--- config.mk ---
export PLATFORM = sky130hd
export DESIGN_NAME = neuron_layer_ctrl
export DESIGN_NICKNAME = d
export VERILOG_FILES = /design/src/rtl/nn_pkg.sv /design/src/rtl/nlc_addr_gen.sv /design/src/rtl/neuron_layer_ctrl.sv
export SDC_FILE = /design/constraint.sdc
export NUM_CORES = 1
export LEC_CHECK = 0
export ABC_CLOCK_PERIOD_IN_PS = 2500
export CAP_MARGIN = 10
export CORE_MARGIN = 4
export CORE_UTILIZATION = 32
export DETAILED_ROUTE_END_ITERATION = 7
export PLACE_DENSITY = 0.8
export SLEW_MARGIN = 40
export SYNTH_ARGS = -nofsm -noshare
export SYNTH_HDL_FRONTEND = slang
export SYNTH_HIERARCHICAL = 1
export SYNTH_SLANG_ARGS = --single-unit
--- constraint.sdc ---
create_clock -name clk -period 2.5 [get_ports clk]
set_input_delay 0.375 -clock clk [delete_from_list [all_inputs] [get_ports clk]]
set_output_delay 0.375 -clock clk [all_outputs]
set_load 0.02 [all_outputs]
--- src/rtl/nn_pkg.sv ---
// Shared constants and layer-sequencer state encoding for the neural-network datapath.
package nn_pkg;

  localparam int DATA_W = 16;
  localparam int FRAC_W = 8;

  typedef enum logic [2:0] {
    S_IDLE  = 3'd0,
    S_CLR   = 3'd1,
    S_ACC   = 3'd2,
    S_DRAIN = 3'd3,
    S_BIAS  = 3'd4,
    S_WB    = 3'd5,
    S_DONE  = 3'd6
  } state_e;

endpackage

--- src/rtl/nlc_addr_gen.sv ---
// Input (i) / neuron (j) counters for the layer sequencer, with the weight-row
// stride multiply and terminal-count flags against the latched layer shape.
module nlc_addr_gen #(
  parameter  int MAX_IN  = 8,
  parameter  int MAX_NEU = 8,
  localparam int IW      = $clog2(MAX_IN),
  localparam int JW      = $clog2(MAX_NEU),
  localparam int WAW     = $clog2(MAX_IN * MAX_NEU),
  localparam int CIW     = IW + 1,
  localparam int CJW     = JW + 1
) (
  input  logic           clk,
  input  logic           rst,
  input  logic           cnt_clr_i,
  input  logic           i_step_i,
  input  logic           j_step_i,
  input  logic [CIW-1:0] n_in_i,
  input  logic [CJW-1:0] n_neu_i,
  output logic [IW-1:0]  i_o,
  output logic [JW-1:0]  j_o,
  output logic [WAW-1:0] w_addr_o,
  output logic           i_last_o,
  output logic           j_last_o
);

  logic [IW-1:0] i_q, i_d;
  logic [JW-1:0] j_q, j_d;

  assign i_last_o = (CIW'(i_q) == n_in_i - CIW'(1));
  assign j_last_o = (CJW'(j_q) == n_neu_i - CJW'(1));

  // Stepping on the last index wraps to 0 so neither counter passes count-1.
  always_comb begin
    i_d = i_q;
    j_d = j_q;
    if (cnt_clr_i) begin
      i_d = '0;
      j_d = '0;
    end else begin
      if (i_step_i) i_d = i_last_o ? '0 : i_q + IW'(1);
      else          i_d = i_q;
      if (j_step_i) j_d = j_last_o ? '0 : j_q + JW'(1);
      else          j_d = j_q;
    end
  end

  always_ff @(posedge clk or posedge rst) begin
    if (rst) begin
      i_q <= '0;
      j_q <= '0;
    end else begin
      i_q <= i_d;
      j_q <= j_d;
    end
  end

  assign i_o      = i_q;
  assign j_o      = j_q;
  assign w_addr_o = WAW'(j_q) * WAW'(MAX_IN) + WAW'(i_q);

endmodule

--- src/rtl/neuron_layer_ctrl.sv ---
// Runs one fully-connected layer through a single neuron MAC: streams input and
// weight rows, applies the bias, and writes each neuron result to the output buffer.
module neuron_layer_ctrl #(
  parameter  int MAX_IN  = 8,
  parameter  int MAX_NEU = 8,
  parameter  int DATA_W  = 16,
  localparam int IW      = $clog2(MAX_IN),
  localparam int JW      = $clog2(MAX_NEU),
  localparam int WAW     = $clog2(MAX_IN * MAX_NEU),
  localparam int CIW     = IW + 1,
  localparam int CJW     = JW + 1
) (
  input  logic              clk,
  input  logic              rst,
  input  logic              start,
  input  logic              abort,
  input  logic [CIW-1:0]    cfg_n_in,
  input  logic [CJW-1:0]    cfg_n_neu,
  output logic              busy,
  output logic              done,
  output logic [IW-1:0]     in_addr,
  input  logic [DATA_W-1:0] in_rdata,
  output logic [WAW-1:0]    w_addr,
  input  logic [DATA_W-1:0] w_rdata,
  output logic [JW-1:0]     b_addr,
  input  logic [DATA_W-1:0] b_rdata,
  output logic              neu_clr,
  output logic              neu_en,
  output logic              neu_mac,
  output logic [DATA_W-1:0] neu_n_in,
  output logic [DATA_W-1:0] neu_wgh,
  output logic [DATA_W-1:0] neu_bias,
  input  logic [DATA_W-1:0] neu_out,
  output logic              out_we,
  output logic [JW-1:0]     out_addr,
  output logic [DATA_W-1:0] out_data
);

  import nn_pkg::*;

  state_e         state_q;
  logic [CIW-1:0] n_in_q, n_in_d;
  logic [CJW-1:0] n_neu_q, n_neu_d;
  logic           busy_q, done_q, clr_q, en_q, mac_q, we_q;
  logic           kill, cnt_clr, i_step, j_step, i_last, j_last;
  logic [IW-1:0]  i_idx;
  logic [JW-1:0]  j_idx;

  assign n_in_d  = (cfg_n_in  > CIW'(MAX_IN))  ? CIW'(MAX_IN)  : cfg_n_in;
  assign n_neu_d = (cfg_n_neu > CJW'(MAX_NEU)) ? CJW'(MAX_NEU) : cfg_n_neu;

  assign kill    = abort && (state_q != S_IDLE);
  assign cnt_clr = kill || (state_q == S_CLR) || (state_q == S_DONE);
  assign i_step  = (state_q == S_ACC);
  assign j_step  = (state_q == S_WB) && !j_last;

  nlc_addr_gen #(
    .MAX_IN  (MAX_IN),
    .MAX_NEU (MAX_NEU)
  ) u_addr (
    .clk       (clk),
    .rst       (rst),
    .cnt_clr_i (cnt_clr),
    .i_step_i  (i_step),
    .j_step_i  (j_step),
    .n_in_i    (n_in_q),
    .n_neu_i   (n_neu_q),
    .i_o       (i_idx),
    .j_o       (j_idx),
    .w_addr_o  (w_addr),
    .i_last_o  (i_last),
    .j_last_o  (j_last)
  );

  // Enables are registered one cycle behind ACC/DRAIN so they line up with
  // the memory data returning for the address issued in that cycle.
  always_ff @(posedge clk or posedge rst) begin
    if (rst) begin
      state_q <= S_IDLE;
      n_in_q  <= '0;
      n_neu_q <= '0;
      busy_q  <= 1'b0;
      done_q  <= 1'b0;
      clr_q   <= 1'b0;
      en_q    <= 1'b0;
      mac_q   <= 1'b0;
      we_q    <= 1'b0;
    end else begin
      done_q <= 1'b0;
      clr_q  <= 1'b0;
      en_q   <= 1'b0;
      mac_q  <= 1'b0;
      we_q   <= 1'b0;
      if (kill) begin
        state_q <= S_IDLE;
        busy_q  <= 1'b0;
        clr_q   <= 1'b1;
      end else begin
        case (state_q)
          S_IDLE: begin
            if (start && !abort) begin
              n_in_q  <= n_in_d;
              n_neu_q <= n_neu_d;
              busy_q  <= 1'b1;
              clr_q   <= 1'b1;
              state_q <= S_CLR;
            end else begin
              state_q <= S_IDLE;
            end
          end
          S_CLR: begin
            if ((n_in_q == '0) || (n_neu_q == '0)) begin
              done_q  <= 1'b1;
              state_q <= S_DONE;
            end else begin
              state_q <= S_ACC;
            end
          end
          S_ACC: begin
            en_q    <= 1'b1;
            state_q <= i_last ? S_DRAIN : S_ACC;
          end
          S_DRAIN: begin
            en_q    <= 1'b1;
            mac_q   <= 1'b1;
            state_q <= S_BIAS;
          end
          S_BIAS: begin
            we_q    <= 1'b1;
            state_q <= S_WB;
          end
          S_WB: begin
            if (j_last) begin
              done_q  <= 1'b1;
              state_q <= S_DONE;
            end else begin
              state_q <= S_ACC;
            end
          end
          S_DONE: begin
            busy_q  <= 1'b0;
            state_q <= S_IDLE;
          end
          default: begin
            busy_q  <= 1'b0;
            state_q <= S_IDLE;
          end
        endcase
      end
    end
  end

  assign busy     = busy_q;
  assign done     = done_q;
  assign neu_clr  = clr_q;
  assign neu_en   = en_q;
  assign neu_mac  = mac_q;
  assign out_we   = we_q;
  assign in_addr  = i_idx;
  assign b_addr   = j_idx;
  assign out_addr = j_idx;
  assign neu_n_in = in_rdata;
  assign neu_wgh  = w_rdata;
  assign neu_bias = b_rdata;
  assign out_data = we_q ? neu_out : '0;

endmodule
After elaboration in Yosys (flattened, before gate mapping)
Cells that the tools add are included.
Storage, ports and cells
  bits of input ports: 76
  register bits after elaboration: 23
  logic and storage cells: 78
Cells by class
  equal/unequal tests: 10
  muxes and demuxes: 31
  reductions and logical operators: 18
  $lt $le $gt $ge: 2
  bitwise gates (word level): 1
  add/subtract/negate cells: 5
Operators by type and width (number)
  2-to-1 mux 3 bit: 9
  case mux 3 bit (6 select lines): 1
  2-to-1 mux 1 bit: 16
  2-to-1 mux 16 bit: 1
  == test 3 bit, second input constant: 3
  == test 3 x 4 -> 1 bit: 2
  greater-than comparator 4 bit, second input constant: 2
  logical NOT 4 bit: 2
  2-to-1 mux 4 bit: 2
  subtractor 4 x 1 -> 4 bit, second input constant: 2
  adder 3 x 1 -> 3 bit, second input constant: 2
  adder 6 x 3 -> 6 bit: 1
  == test 3 x 2 -> 1 bit, second input constant: 2
  OR reduction 5 bit: 1
  case mux 1 bit (2 select lines): 2
  nonzero test 2 bit: 2
  == test 3 x 1 -> 1 bit, second input constant: 1
  logical AND 1 bit: 3
  logical NOT 3 bit: 1
  logical OR 1 bit: 3
  != test 3 bit, second input constant: 1
  AND reduction 3 bit: 1
  nonzero test 3 bit: 1
  logical NOT 1 bit: 2
  other kinds (4): 4

Logic depth before layout (Yosys ltp)
  depth after elaboration: 6
  depth in mapped cells: 9
  depth with buffers taken out: 9

By module
The synthesis kept the hierarchy.
Modules (own cells, without submodules)
  neuron_layer_ctrl: area each 1268.7 um^2, cells each 151, instances 1
  nlc_addr_gen: area each 583.1 um^2, cells each 72, instances 1

Worst setup path before layout
Ideal clock, no wire load.
  kind: reg2reg
  start: reg n_neu_q[0]
  end: reg u_addr.j_q[2], in the netlist u_addr/j_o[2]
  slack: 0.484 ns
  data arrival time: 1.921 ns
  data required time: 2.405 ns
  path buffers: 0
  cell stages (with the launch flop): 10
  cell sequence: dfrtp_1 > inv_1 > ha_1 > xor2_1 > a31oi_1 > a211oi_1 > nor3_1 > nand2_1 > mux2_2 > o31ai_1
On the way
  word-level cells in the longest chain between the ends: 5
  elaborated cells between the ends (all ways): 8
  classes of those cells: add/sub: 1; eq/ne: 1; mux: 3; reduce/logical: 3
Ends and longest elaborated chain
  start, declared: RTL line neuron_layer_ctrl.sv:43  | logic [CJW-1:0] n_neu_q, n_neu_d;
  start signal, assigned: RTL line neuron_layer_ctrl.sv:103  | n_neu_q <= n_neu_d;
  subtractor 4 x 1 -> 4 bit: RTL line nlc_addr_gen.sv:30  | assign j_last_o = (CJW'(j_q) == n_neu_i - CJW'(1));
  == test 3 x 4 -> 1 bit: RTL line nlc_addr_gen.sv:30
  named net j_last: RTL line neuron_layer_ctrl.sv:45  | logic kill, cnt_clr, i_step, j_step, i_last, j_last;
  logical NOT 1 bit: RTL line neuron_layer_ctrl.sv:55  | assign j_step = (state_q == S_WB) && !j_last;
  logical AND 1 bit: RTL line neuron_layer_ctrl.sv:55
  named net j_step: RTL line neuron_layer_ctrl.sv:45
  nonzero test 2 bit (no source line)
  end signal, assigned: RTL line nlc_addr_gen.sv:53  | j_q <= j_d;
  end, declared: RTL line nlc_addr_gen.sv:27  | logic [JW-1:0] j_q, j_d;
The timed path passes the listed nets, and every way through them passes these cells. The select of a mux whose other input is x is not followed.
A chain may end at the register's enable or synchronous reset.

Final worst setup path
Same ends and word-level chain as after synthesis.

==> results by group <==
Yosys
  • Cells after Synth: 223
  • Post-synth EDFFs: 0
  • Syn nets: 303
  • Most common cell in the netlist: buf_4
  • Area leader, netlist: dfrtp_1
  • Post-synth cell types: 33
  • Synth Register Bits: 23
  • Yosys warnings: 6
  • Top_reg_cell synth: dfrtp_1
  • Post-synthesis sequential area ratio: 31.1%
  • Largest cells by area after synthesis: dfrtp_1, buf_4, and2_1, nand2_1, o21ai_0
  • Avg Inst Size Synth: 8.30 um2
  • Post-synth ARST share: 100%
  • Cell Area, Synth: 1850 um2
  • Top post-synthesis cells by count: buf_4, dfrtp_1, nand2_1
  • Share of the synthesized area in the top cell type: 31.1%

CTS
  • CTS Buf Count: 3
  • Hold_buf cts: 0
  • TritonCTS clock tree: done
  • Clock Tree Root: clkbuf_8
  • Post-CTS Resized: 0
  • Setup Fix Bufs, Post-CTS: 0
  • Clock Sink Count: 23
  • Clk slew on worst S/H paths: 80 ps
  • CTS Buffer Depth: 2
  • H-tree levels: 1
  • Clock latency on the worst-skew pair: 270 ps

Setup path
  • Reg-to-reg slack, setup: 320 ps
  • Max incr delay on CP: 520 ps
  • R2R Path Start: n_neu_q[0]$_DFFE_PP0P_
  • Crit end category: flop
  • CP Data Required Time: 2630 ps
  • Worst R2R End: u_addr/j_o[2]$_DFFE_PP0P_
  • Worst-path cell chain: inv_1 > ha_1 > xor2_1 > o21ai_0 > a211oi_1 > nor3_2 > nand2_1 > mux2_2 > o31ai_1
  • Maximum net fanout on the critical path: 7
  • Startpoint class of the critical path: flop
  • Setup CP Type: reg2reg
  • Critical path's slowest cell: a211oi_1
  • Worst Path Arrival: 2320 ps
  • Worst Reg-to-Reg Cells: 9

Global route
  • Largest net degree at the start of global routing: 18
  • Initial antenna violation count: 0
  • First-pass GRT wire length: 6120 um
  • GRT Resource Usage Total: 10.5%
  • Total grt overflow: 0
  • Vias in the first global route: 1259

STA
  • Max frequency: 0.458 GHz
  • Slew @ Worst Pin: 659 ps
  • Final hold vios: 0
  • RSZ-0062 raised after global routing: false
  • Fin crit period: 2180 ps
  • Final period util: 87.4%
  • Skew final: 1.28 ps
  • Setup TNS: 0 ps
  • Endpoints failing setup: 0
  • Relative slew slack: 56.0%
  • Final slew viol count: 0

Pwr
  • Max VDD drop: 0.335 mV
  • Power Density: 928 nW/um2
  • Pleak: 0.000914 uW

Outcome
  • Status: finished, final reports clean

Placed design
  • Dpl hpwl: 3200 um
  • Gpl congestion: 0.755
  • Buffers on Ports: 64

Cells and area
  • Fill count: 559
  • Multi-input combinational cell area: 769 um2
  • Antenna Cells: 0
  • Layout cells sized above 1: 6.96%
  • Nets: 311
  • Syn-to-layout area delta: 18.2%
  • Post-layout util: 39.3%
  • Flip-flop and latch area: 576 um2

Drt
  • Final ANT Viol Nets: 0
  • Avg Vias per Cell: 4.58
  • Final wirelength: 3900 um
  • Iter 0 DRT Violations: 25
  • Residual DRC: 0
  • DRT Pass-1 Iters: 4
  • Via count: 1383
  • Drt wl/cell: 12.9 um

Die
  • Die Span Y: 84.1 um
  • Core Footprint: 5570 um2
  • Starting density of the core: 33.2%
  • Chip width: 84.1 um
  • Placement row count: 27
  • Num ports: 161
  • Die area: 7070 um2

Min path
  • Worst hold path class: in2async

Job
  • Max Cap Violations: 0
## worst max path at each step
stage,from,endpoint,slack (ps),depth (start not counted)
3_5_place_dp,n_neu_q[0]$_DFFE_PP0P_,u_addr/j_o[2]$_DFFE_PP0P_,260,9
5_1_grt,n_neu_q[0]$_DFFE_PP0P_,u_addr/j_o[2]$_DFFE_PP0P_,60,9
2_1_floorplan,n_neu_q[0]$_DFFE_PP0P_,u_addr/j_o[2]$_DFFE_PP0P_,480,9
3_3_place_gp,n_neu_q[0]$_DFFE_PP0P_,u_addr/j_o[2]$_DFFE_PP0P_,410,9
4_1_cts,n_neu_q[0]$_DFFE_PP0P_,u_addr/j_o[2]$_DFFE_PP0P_,240,9
6_report,n_neu_q[0]$_DFFE_PP0P_,u_addr/j_o[2]$_DFFE_PP0P_,320,9
## logic make-up after synthesis
| group | after synthesis | synth area share [%] |
|---|---|---|
| buf+inv | 76 | 27.6 |
| simple gates | 75 | 21.8 |
| xor+xnor | 6 | 2.84 |
| fa+ha+maj | 4 | 2.70 |
| flops | 23 | 31.1 |
| compound gates | 35 | 11.5 |
| mux | 4 | 2.43 |
## routing by layer
metal | vias to the layer above | routed length [um] | GRT usage (%)
met4 | 0 | 161 | 5.99
met1 | 611 | 1630 | 12.6
met2 | 63 | 1710 | 15.6
li1 | 686 | - | -
met3 | 23 | 393 | 4.34
met5 | - | 0 | 0
## placed cells by master, fill, tap and decap left out, types with 5 or more instances in the layout
cell	Yosys	layout
o31ai_1	5	5
and2_1	18	18
inv_1	12	12
a21oi_1	9	9
clkdlybuf4s50_1	0	64
nand2b_1	9	9
nor2_1	8	8
dfrtp_1	23	23
o21ai_0	12	12
nand2_1	21	21
## worst max-delay path, delay by kind of cell, from the launching register on
family                     cells  cell delay, ps
AOI/OAI and AO/OA              3             700
buffers and inverters          1              70
xor gates and xnor gates       1             170
and+or+nand+nor                2             240
DFF                            1             420
adders and majority gates      1             300
muxes                          1             140
## final cells by class
type | count | area share [%]
clock buffer | 4 | 2.06
inverter | 12 | 2.06
multi-input combinational | 124 | 35.2
sequential | 23 | 26.3
tap | 72 | 4.12
timing repair buffer | 67 | 30.3
## power breakdown
| group | internal (uW) | switching, uW |
|---|---|---|
| Sequential | 497 | 179 |
| Combinational | 568 | 555 |
| Clock | 114 | 118 |
## state kept, by name, summed over array words and instances, names as in the netlist
register    count
busy            1
done            1
n_in_q          4
n_neu_q         4
neu_clr         1
neu_en          1
neu_mac         1
out_we          1
state_q         3
u_addr/i_o      3
u_addr/j_o      3
## per-stage QoR
step	area (um2)	total power, uW	hold WS [ps]	instances	setup slack [ps]
CTS	2180	2050	342	302	240
finish	2190	2030	338	302	316
detailed placement	2140	1810	508	298	260
floorplan	1850	1560	166	223	484
global placement	2140	1780	495	298	413
global route	2190	2200	380	302	64.4
(Power assumes the default switching activity.)
